<file path="src/rtl/emc_io_filt.sv">
// emc_io_filt: board IO synchroniser/debouncer, event latch, axis enable/reset drive.
// Define EMC_IO_INTERLOCK_EN to make an alarm hold its axis disabled until that axis is reset.
module emc_io_filt #(
    parameter int N_AXIS    = 4,
    parameter int IO_W      = 16,
    parameter int DB_CYC    = 100,
    parameter int RST_PULSE = 50
) (
    input  logic                  clk_10M,
    input  logic                  n_rst,
    input  logic [N_AXIS-1:0]     EX_Alarm,
    input  logic [N_AXIS-1:0]     EX_Home,
    input  logic [2*N_AXIS-1:0]   EX_LimitPN,
    input  logic [IO_W-1:0]       EX_IO_Input,
    input  logic [IO_W-1:0]       F_IO_Output,
    input  logic [N_AXIS-1:0]     F_Axis_En,
    input  logic [N_AXIS-1:0]     F_Axis_Rst,
    input  logic [4*N_AXIS-1:0]   F_Evt_Clr,
    output logic [N_AXIS-1:0]     F_Alarm,
    output logic [N_AXIS-1:0]     F_Home,
    output logic [2*N_AXIS-1:0]   F_LimitPN,
    output logic [IO_W-1:0]       F_IO_Input,
    output logic [4*N_AXIS-1:0]   F_Evt,
    output logic [N_AXIS-1:0]     F_Trip,
    output logic [IO_W-1:0]       EX_IO_Output,
    output logic [N_AXIS-1:0]     EX_Enable,
    output logic [N_AXIS-1:0]     EX_Reset
);

    localparam int NIN = 3 * N_AXIS + IO_W;
    localparam int NEV = 4 * N_AXIS;
    localparam int CW  = $clog2(DB_CYC + 1);
    localparam int PW  = $clog2(RST_PULSE + 1);
    localparam logic [CW-1:0] DB_LAST   = CW'(DB_CYC - 1);
    localparam logic [PW-1:0] PULSE_LEN = PW'(RST_PULSE);

    logic [NIN-1:0] pins;
    logic [NIN-1:0] meta;
    logic [NIN-1:0] sync;
    logic [NIN-1:0] filt;
    logic [NEV-1:0] filt_q;
    logic [CW-1:0]  cnt [NIN];

    // Bit order matches F_Evt: alarm, home, limit, then general IO on top.
    assign pins = {EX_IO_Input, EX_LimitPN, EX_Home, EX_Alarm};

    always_ff @(posedge clk_10M or negedge n_rst) begin
        if (!n_rst) begin
            meta   <= '0;
            sync   <= '0;
            filt   <= '0;
            filt_q <= '0;
            for (int i = 0; i < NIN; i++) cnt[i] <= '0;
        end else begin
            meta   <= pins;
            sync   <= meta;
            filt_q <= filt[NEV-1:0];
            for (int i = 0; i < NIN; i++) begin
                if (sync[i] == filt[i]) begin
                    cnt[i] <= '0;
                end else if (cnt[i] == DB_LAST) begin
                    filt[i] <= sync[i];
                    cnt[i]  <= '0;
                end else begin
                    cnt[i] <= cnt[i] + CW'(1);
                end
            end
        end
    end

    assign F_Alarm    = filt[N_AXIS-1:0];
    assign F_Home     = filt[2*N_AXIS-1:N_AXIS];
    assign F_LimitPN  = filt[NEV-1:2*N_AXIS];
    assign F_IO_Input = filt[NIN-1:NEV];

    always_ff @(posedge clk_10M or negedge n_rst) begin
        if (!n_rst) begin
            F_Evt <= '0;
        end else begin
            F_Evt <= (F_Evt & ~F_Evt_Clr) | (filt[NEV-1:0] & ~filt_q);
        end
    end

    logic [N_AXIS-1:0] rreq;
    logic [N_AXIS-1:0] rreq_q;
    logic [N_AXIS-1:0] rload;
    logic [PW-1:0]     pcnt [N_AXIS];

    assign rload = rreq & ~rreq_q;

    always_ff @(posedge clk_10M or negedge n_rst) begin
        if (!n_rst) begin
            rreq   <= '0;
            rreq_q <= '0;
            for (int i = 0; i < N_AXIS; i++) pcnt[i] <= '0;
        end else begin
            rreq   <= F_Axis_Rst;
            rreq_q <= rreq;
            for (int i = 0; i < N_AXIS; i++) begin
                if (rload[i]) begin
                    pcnt[i] <= PULSE_LEN;
                end else if (pcnt[i] != '0) begin
                    pcnt[i] <= pcnt[i] - PW'(1);
                end
            end
        end
    end

    always_comb begin
        EX_Reset = '0;
        for (int i = 0; i < N_AXIS; i++) EX_Reset[i] = (pcnt[i] != '0);
    end

    logic [N_AXIS-1:0] trip;

`ifdef EMC_IO_INTERLOCK_EN
    logic [N_AXIS-1:0] pend;
    logic [N_AXIS-1:0] trip_d;

    // A reload on the last pulse cycle keeps the pulse running, so no release.
    always_comb begin
        pend = '0;
        for (int i = 0; i < N_AXIS; i++) begin
            pend[i] = (pcnt[i] == PW'(1)) & ~rload[i];
        end
        trip_d = F_Alarm | (trip & ~pend);
    end

    always_ff @(posedge clk_10M or negedge n_rst) begin
        if (!n_rst) begin
            trip <= '0;
        end else begin
            trip <= trip_d;
        end
    end
`else
    assign trip = '0;
`endif

    assign F_Trip = trip;

    always_ff @(posedge clk_10M or negedge n_rst) begin
        if (!n_rst) begin
            EX_IO_Output <= '0;
            EX_Enable    <= '0;
        end else begin
            EX_IO_Output <= F_IO_Output;
            EX_Enable    <= F_Axis_En & ~trip;
        end
    end

endmodule

</file>
<file path="config.mk">
export PLATFORM = sky130hd
export DESIGN_NAME = emc_io_filt
export DESIGN_NICKNAME = d
export VERILOG_FILES = /design/src/rtl/emc_io_filt.sv
export SDC_FILE = /design/constraint.sdc
export NUM_CORES = 1
export LEC_CHECK = 0
export ABC_AREA = 1
export BUFFER_PORTS_ARGS = -buffer_cell sky130_fd_sc_hd__buf_4
export CAP_MARGIN = 10
export CELL_PAD_IN_SITES_DETAIL_PLACEMENT = 0
export CELL_PAD_IN_SITES_GLOBAL_PLACEMENT = 2
export CORE_MARGIN = 2
export CORE_UTILIZATION = 37
export CTS_CLUSTER_DIAMETER = 40
export DETAILED_ROUTE_END_ITERATION = 8
export GPL_ROUTABILITY_DRIVEN = 0
export PLACE_DENSITY = 0.91
export SYNTH_ARGS = -nofsm -noshare
export SYNTH_HDL_FRONTEND = slang
export SYNTH_SLANG_ARGS = --single-unit
</file>
<file path="constraint.sdc">
create_clock -name clk_10M -period 1.5 [get_ports clk_10M]
set_clock_uncertainty 0.1 [all_clocks]
set_input_delay 0.15 -clock clk_10M [delete_from_list [all_inputs] [get_ports clk_10M]]
set_output_delay 0.15 -clock clk_10M [all_outputs]
set_load 0.01 [all_outputs]
</file>
==> run_results.csv, run 1 <==
group,metric,value,unit
pwr,pwr-share-clk,0.507,
detailed_routing,drt-initial-drc-count,511,
flow_run,maxCapViolations,0,
floorplan,row_count,75,
yosys,synth_top_flop_cell,"dfrtp_1",
sta,slew_violations,0,
global_route,grt.total_usage,0.145,
clock_tree,cts_tree,"built",
yosys,yosysWarnings,0,
sta,relSlewSlack,0.375,
yosys,muxShareOfSynthArea,0,
sta,finalSetupTns,-928,ps
setup_path,worstPathArrival,1520,ps
placed_design,placed_cell_area,17700,um^2
pwr,net-switching-power,7.33,mW
setup_path,end_kind,"output port",
finish,diodes,0,
sta,min_period,1770,ps
global_route,grt_overflow,0,
yosys,synthArstFlopShare,1.00,
placed_design,dp_cells,2348,
floorplan,die_area,43600,um^2
setup_path,path_cells,"inv_2 > ha_4 > nand4_1 > buf_4",
yosys,yosys.area_share.adder,0.0290,
yosys,syn_avg_cell_area,9.55,um^2
setup_path,crit_fanout,2,
yosys,synth_simple_gate_area_frac,0.236,
global_route,antenna_found_initial,1,
sta,fmax,0.564,GHz
placed_design,dp_hpwl,19600,um
finish,stdcell_area,21000,um^2
yosys,synth_edf_count,0,
sta,hold_viol,0,
finish,final_cell_mix,"dfrtp_1 (358), nor2_1 (299), nand2_1 (235), buf_4 (212)",
yosys,syn_inst,1626,
setup_path,worst_r2r_endpoint,"pcnt[8]",
detailed_routing,wirelength,30000,um
yosys,synth_area,15500,um^2
setup_path,crit_type,"flip-flop to output port",
pwr,combPwrFrac,0.106,
setup_path,cpLargestDelayFamily,"flip-flops",
yosys,ys_seq_area_frac,0.587,
finish,layout.cells.non_filler,2572,
pwr,swShare,0.260,
finish,fin_nets,2092,
detailed_routing,via_per_inst,4.47,
yosys,synth_compound_area_frac,0.0334,
setup_path,r2r_slack,60,ps
setup_path,critPathRequiredTime,1250,ps
finish,mostFrequentLayoutCell,"dfrtp_1",
setup_path,reg2reg_depth,7,
setup_path,max_stage_delay,390,ps
sta,finalSetupViolations,4,
sta,tightest_slew,937,ps
finish,nFillCells,3810,
detailed_routing,routedWlPerCell,11.7,um
placed_design,portBuffers,137,
yosys,ys_ff_latch,364,
pwr,power_frac_seq,0.387,
yosys,synth.distinct_cells,26,
sta,rsz0062_at_grt,"true",
sta,period_share,1.18,
clock_tree,clkLatencyLatePin,610,ps
pwr,p_leak,10.3,nW
floorplan,ioPinCount,150,
floorplan,die_w,209,um
setup_path,path_buf_inv,2,
clock_tree,cts_sinks,364,
floorplan,coreArea,41700,um^2
clock_tree,cts_root_buffer,"clkbuf_16",
setup_path,crit_path_top_delay_cell,"dfrtp_1",
outcome,violations,"setup timing",
clock_tree,htreeDepth,2,
finish,area_delta_synth_final,35.2,%
global_route,grt_max_degree,65,
floorplan,initial_utilization,0.373,
pwr,ir_drop,1.05,mV
finish,drive_above_1_share,0.227,
detailed_routing,drc,0,
setup_path,start_kind,"flip-flop",
detailed_routing,first_pass_iters,6,
global_route,grt_pass1_vias,11600,
setup_path,r2r-start,"pcnt[7]",
detailed_routing,ant_nets,0,
pwr,power.internal,20.8,mW
clock_tree,cts_max_path_buffers,3,
global_route,grt_pass1_wl,53400,um
finish,final_util,0.504,
yosys,synth_top_family_by_area,"simple AND/OR/NAND/NOR gates",
clock_tree,clk_pin_slew,50,ps
outcome,status,"finished with violations",
yosys,synth_xor_area_frac,0.0632,
min_path,min_path_type,"input port to asynchronous set/reset pin",
sta,fin_ws,-272,ps
clock_tree,cts_made_buffers,60,
pwr,totalPowerFinal,28.2,mW
pwr,power.density,1340,nW/um^2
floorplan,die_h,209,um
detailed_routing,num_vias,11500,
==> cell type report <==
type | instances | area, um^2 | share of cell area
clock buffers | 68 | 1570 | 0.0748
clock inverters | 45 | 577 | 0.0275
inverters | 198 | 743 | 0.0354
multi-input cells | 1063 | 5790 | 0.276
flip-flops and latches | 364 | 9120 | 0.434
well taps | 539 | 674 | 0.0321
repair buffers | 295 | 2520 | 0.120
==> cell families (layout without fill, tap and decap cells) <==
family          after synthesis  in the layout
buf+inv                     206            606
xor+xnor                    112            112
other cells                   1              8
fa+ha+maj                    36             36
flops                       364            364
compound gates               97             97
simple gates                810            810
==> per-layer routing <==
layer  global-route usage  share of wire  vias up
met5                    0        0.00043        -
met4               0.0544          0.023        2
met3               0.0317          0.043       54
met2                0.238           0.47      179
met1                0.188           0.46     5369
li1                     -              -     5901
==> Yosys cell counts, drive strengths merged (8+ instances only) <==
master | instances | area [um^2]
dfrtp | 364 | 9110
nor2 | 327 | 1310
nand2 | 253 | 995
inv | 198 | 743
nand3 | 174 | 871
a21oi | 64 | 320
xor2 | 64 | 561
xnor2 | 48 | 420
ha | 36 | 450
nand3b | 27 | 289
nand4 | 23 | 163
o22ai | 16 | 100
o21ai | 13 | 68.8
buf | 8 | 60.1
==> how the worst max path moves through the flow <==
stage | from | endpoint | slack [ps] | cells past startpoint
finish | pcnt[18] | EX_Reset[0] | -270 | 4
global route | pcnt[18] | EX_Reset[0] | -340 | 4
CTS | pcnt[19] | EX_Reset[0] | -310 | 4
detailed placement | cnt[182] | cnt[187] | 90 | 6
global placement | cnt[182] | cnt[187] | 110 | 6
floorplan | pcnt[6] | pcnt[7] | 210 | 7
==> power groups by stage <==
| stage | clock [mW] | sequential [mW] | combinational, mW |
|---|---|---|---|
| floorplan | 0 | 10.9 | 1.42 |
| global placement | 0 | 11.0 | 2.15 |
| detailed placement | 0 | 11.0 | 2.22 |
| CTS | 14.7 | 10.9 | 2.77 |
| global route | 15.2 | 11.0 | 3.42 |
| finish | 14.3 | 10.9 | 3.00 |
==> timing repair <==
action / CTS / global route
gates resized for setup: 24 / 26
buffers inserted: 20 / 21
endpoints found under the hold margin: 432 / 0
cloned: 0 / 0
pin swaps: 8 / 5
endpoints found under the setup margin: 6 / 113
hold buffers: 71 / 0
==> state kept, by name (all words and copies together) (netlist names) <==
register      count
cnt             196
filt             28
meta             28
sync             28
pcnt             24
EX_IO_Output     16
F_Evt            16
filt_q           16
EX_Enable         4
rreq              4
rreq_q            4
==> worst min-delay path, stage by stage <==
cell and delay (ps):
dlygate4sd3_1 560, buf_8 170, buf_12 180
==> stage by stage <==
stage                     setup WS, ps  hold WS [ps]
after floorplan                    214          -246
final                             -272          18.9
after detailed placement          89.1         -86.4
after global routing              -340          28.8
after CTS                         -310          22.4
after global placement             111         -86.0
Power figures use the tool's default switching activity.
==> inputs of run 2 (changes only) <==
- CORE_ASPECT_RATIO: default -> 0.8
- CORE_UTILIZATION: 37 -> 34
- PLACE_DENSITY: 0.91 -> 0.88
- clock period: 1.5 -> 1.6 ns (I/O delays scaled with it)
==> run 2 against run 1 <==
The run still ends with setup timing left. First-iteration DRC count grew 7.2%. Critical path depth is the same. Clock power shrank 15%. Global-route usage shrank 1.5 points. Total power shrank 12%. Sequential cell count is the same. Critical path type unchanged. Largest power group unchanged.
==> run_results.csv, run 2 (synthesis gave the netlist of run 1 again) <==
group,metric,value,unit
floorplan,initial_utilization,0.342,
flow_run,maxCapViolations,0,
sta,min_period,1730,ps
finish,area_delta_synth_final,31.7,%
finish,diodes,0,
pwr,power.density,1220,nW/um^2
clock_tree,clk_pin_slew,60,ps
sta,fin_ws,-125,ps
finish,mostFrequentLayoutCell,"dfrtp_1",
outcome,status,"finished with violations",
detailed_routing,drt-initial-drc-count,548,
pwr,net-switching-power,6.54,mW
finish,stdcell_area,20500,um^2
finish,drive_above_1_share,0.201,
pwr,power.internal,18.4,mW
clock_tree,cts_sinks,364,
setup_path,critPathRequiredTime,1340,ps
setup_path,max_stage_delay,380,ps
pwr,swShare,0.263,
setup_path,crit_path_top_delay_cell,"dfrtp_1",
detailed_routing,via_per_inst,4.36,
floorplan,ioPinCount,150,
placed_design,dp_hpwl,19500,um
detailed_routing,ant_nets,0,
sta,slew_violations,0,
detailed_routing,first_pass_iters,4,
pwr,p_leak,9.98,nW
clock_tree,htreeDepth,2,
floorplan,die_h,195,um
setup_path,end_kind,"output port",
finish,nFillCells,4322,
detailed_routing,num_vias,11300,
sta,hold_viol,0,
floorplan,die_w,243,um
min_path,min_path_type,"input port to flip-flop",
detailed_routing,routedWlPerCell,11.5,um
pwr,power_frac_seq,0.410,
pwr,ir_drop,0.789,mV
setup_path,crit_type,"flip-flop to output port",
sta,period_share,1.08,
global_route,antenna_found_initial,0,
sta,rsz0062_at_grt,"true",
global_route,grt_max_degree,54,
clock_tree,cts_max_path_buffers,3,
detailed_routing,wirelength,29800,um
outcome,violations,"setup timing",
clock_tree,clkLatencyLatePin,580,ps
pwr,pwr-share-clk,0.485,
pwr,combPwrFrac,0.105,
floorplan,coreArea,45400,um^2
placed_design,placed_cell_area,17600,um^2
sta,finalSetupViolations,4,
clock_tree,cts_root_buffer,"clkbuf_16",
clock_tree,cts_tree,"built",
finish,largest_reg_flops,196,
setup_path,path_cells,"inv_2 > ha_4 > nand4_1 > buf_4",
clock_tree,cts_made_buffers,54,
setup_path,crit_fanout,2,
finish,regMostFlops,"cnt",
setup_path,worstPathArrival,1470,ps
floorplan,die_area,47400,um^2
sta,fmax,0.580,GHz
global_route,grt_pass1_vias,11000,
detailed_routing,drc,0,
global_route,grt_pass1_wl,51900,um
finish,fin_nets,2053,
finish,final_cell_mix,"dfrtp_1 (359), nor2_1 (299), nand2_1 (235), buf_4 (182), inv_1 (175)",
setup_path,start_kind,"flip-flop",
placed_design,portBuffers,137,
floorplan,row_count,70,
placed_design,post-place-ws,183,ps
global_route,grt.total_usage,0.130,
global_route,grt_overflow,0,
==> run 2: cell types whose count changed in the layout (fill, tap and decap cells not counted), moves of 2 or more <==
cell	previous run	this run
ha_2	13	0
inv_6	13	10
ha_1	17	32
clkinv_2	4	6
buf_12	9	6
buf_4	212	182
clkbuf_8	4	1
clkbuf_16	60	54
inv_16	2	0
ha_4	6	4
==> run 2: final cells by class <==
| class | instances | area [um^2] | share of cell area |
|---|---|---|---|
| clock buffer | 59 | 1380 | 0.0675 |
| clock inverter | 42 | 487 | 0.0238 |
| inverter | 198 | 743 | 0.0363 |
| multi-input combinational | 1063 | 5730 | 0.280 |
| sequential | 364 | 9110 | 0.446 |
| tap | 612 | 766 | 0.0374 |
| timing repair buffer | 262 | 2240 | 0.109 |
==> run 2: final timing paths <==
| check | to | slack (ps) | depth (start not counted) | start |
|---|---|---|---|---|
| min reg2reg | sync[26] | 250 | 0 | meta[26] |
| max in group asynchronous | cnt[12] | 160 | 4 | n_rst |
| max | EX_Reset[0] | -130 | 4 | pcnt[19] |
| max reg2reg | pcnt[2] | 70 | 7 | pcnt[0] |
| min | meta[3] | 120 | 2 | EX_Alarm[3] |
| min in group asynchronous | cnt[75] | 520 | 3 | n_rst |
==> run 2: power groups by stage <==
stage	clock network (mW)	registers [mW]	logic, mW
after floorplan	0	10.3	1.33
after global placement	0	10.3	1.97
after detailed placement	0	10.3	2.03
after CTS	12.5	10.2	2.54
after global routing	12.9	10.3	3.01
final	12.1	10.2	2.62
==> run 2: metal layers <==
| layer | up-vias | track usage | share of wire |
|---|---|---|---|
| li1 | 5815 | - | - |
| met3 | 59 | 0.0328 | 0.049 |
| met2 | 166 | 0.199 | 0.44 |
| met5 | - | 0 | 0 |
| met1 | 5307 | 0.178 | 0.49 |
| met4 | 0 | 0.0461 | 0.027 |
==> run 2: critical path: cells and delay by family (launching register included) <==
kind,cells,cell delay [ps]
adder cells (fa/ha/maj),1,130
flip-flops,1,380
buffers and inverters,2,260
AND/OR/NAND/NOR,1,120
==> run 2: repair_timing <==
action                                 in CTS  in global routing
buffers inserted                           19                  6
hold buffers                               70                  0
resized for setup                          25                  4
pin swaps                                   7                  3
setup endpoints to repair                   4                  4
endpoints found under the hold margin     432                  0
==> run 2: per-stage QoR <==
stage | setup TNS, ps | cells | total power, mW | hold WS [ps] | util
after floorplan | 0 | 1633 | 11.6 | -236 | -
after global placement | 0 | 2404 | 12.3 | 7.96 | 0.388
after detailed placement | 0 | 2404 | 12.4 | 5.89 | 0.388
after CTS | -592 | 2594 | 25.3 | 62.0 | 0.450
after global routing | -717 | 2600 | 26.2 | 85.5 | 0.451
final | -397 | 2600 | 24.9 | 115 | 0.451
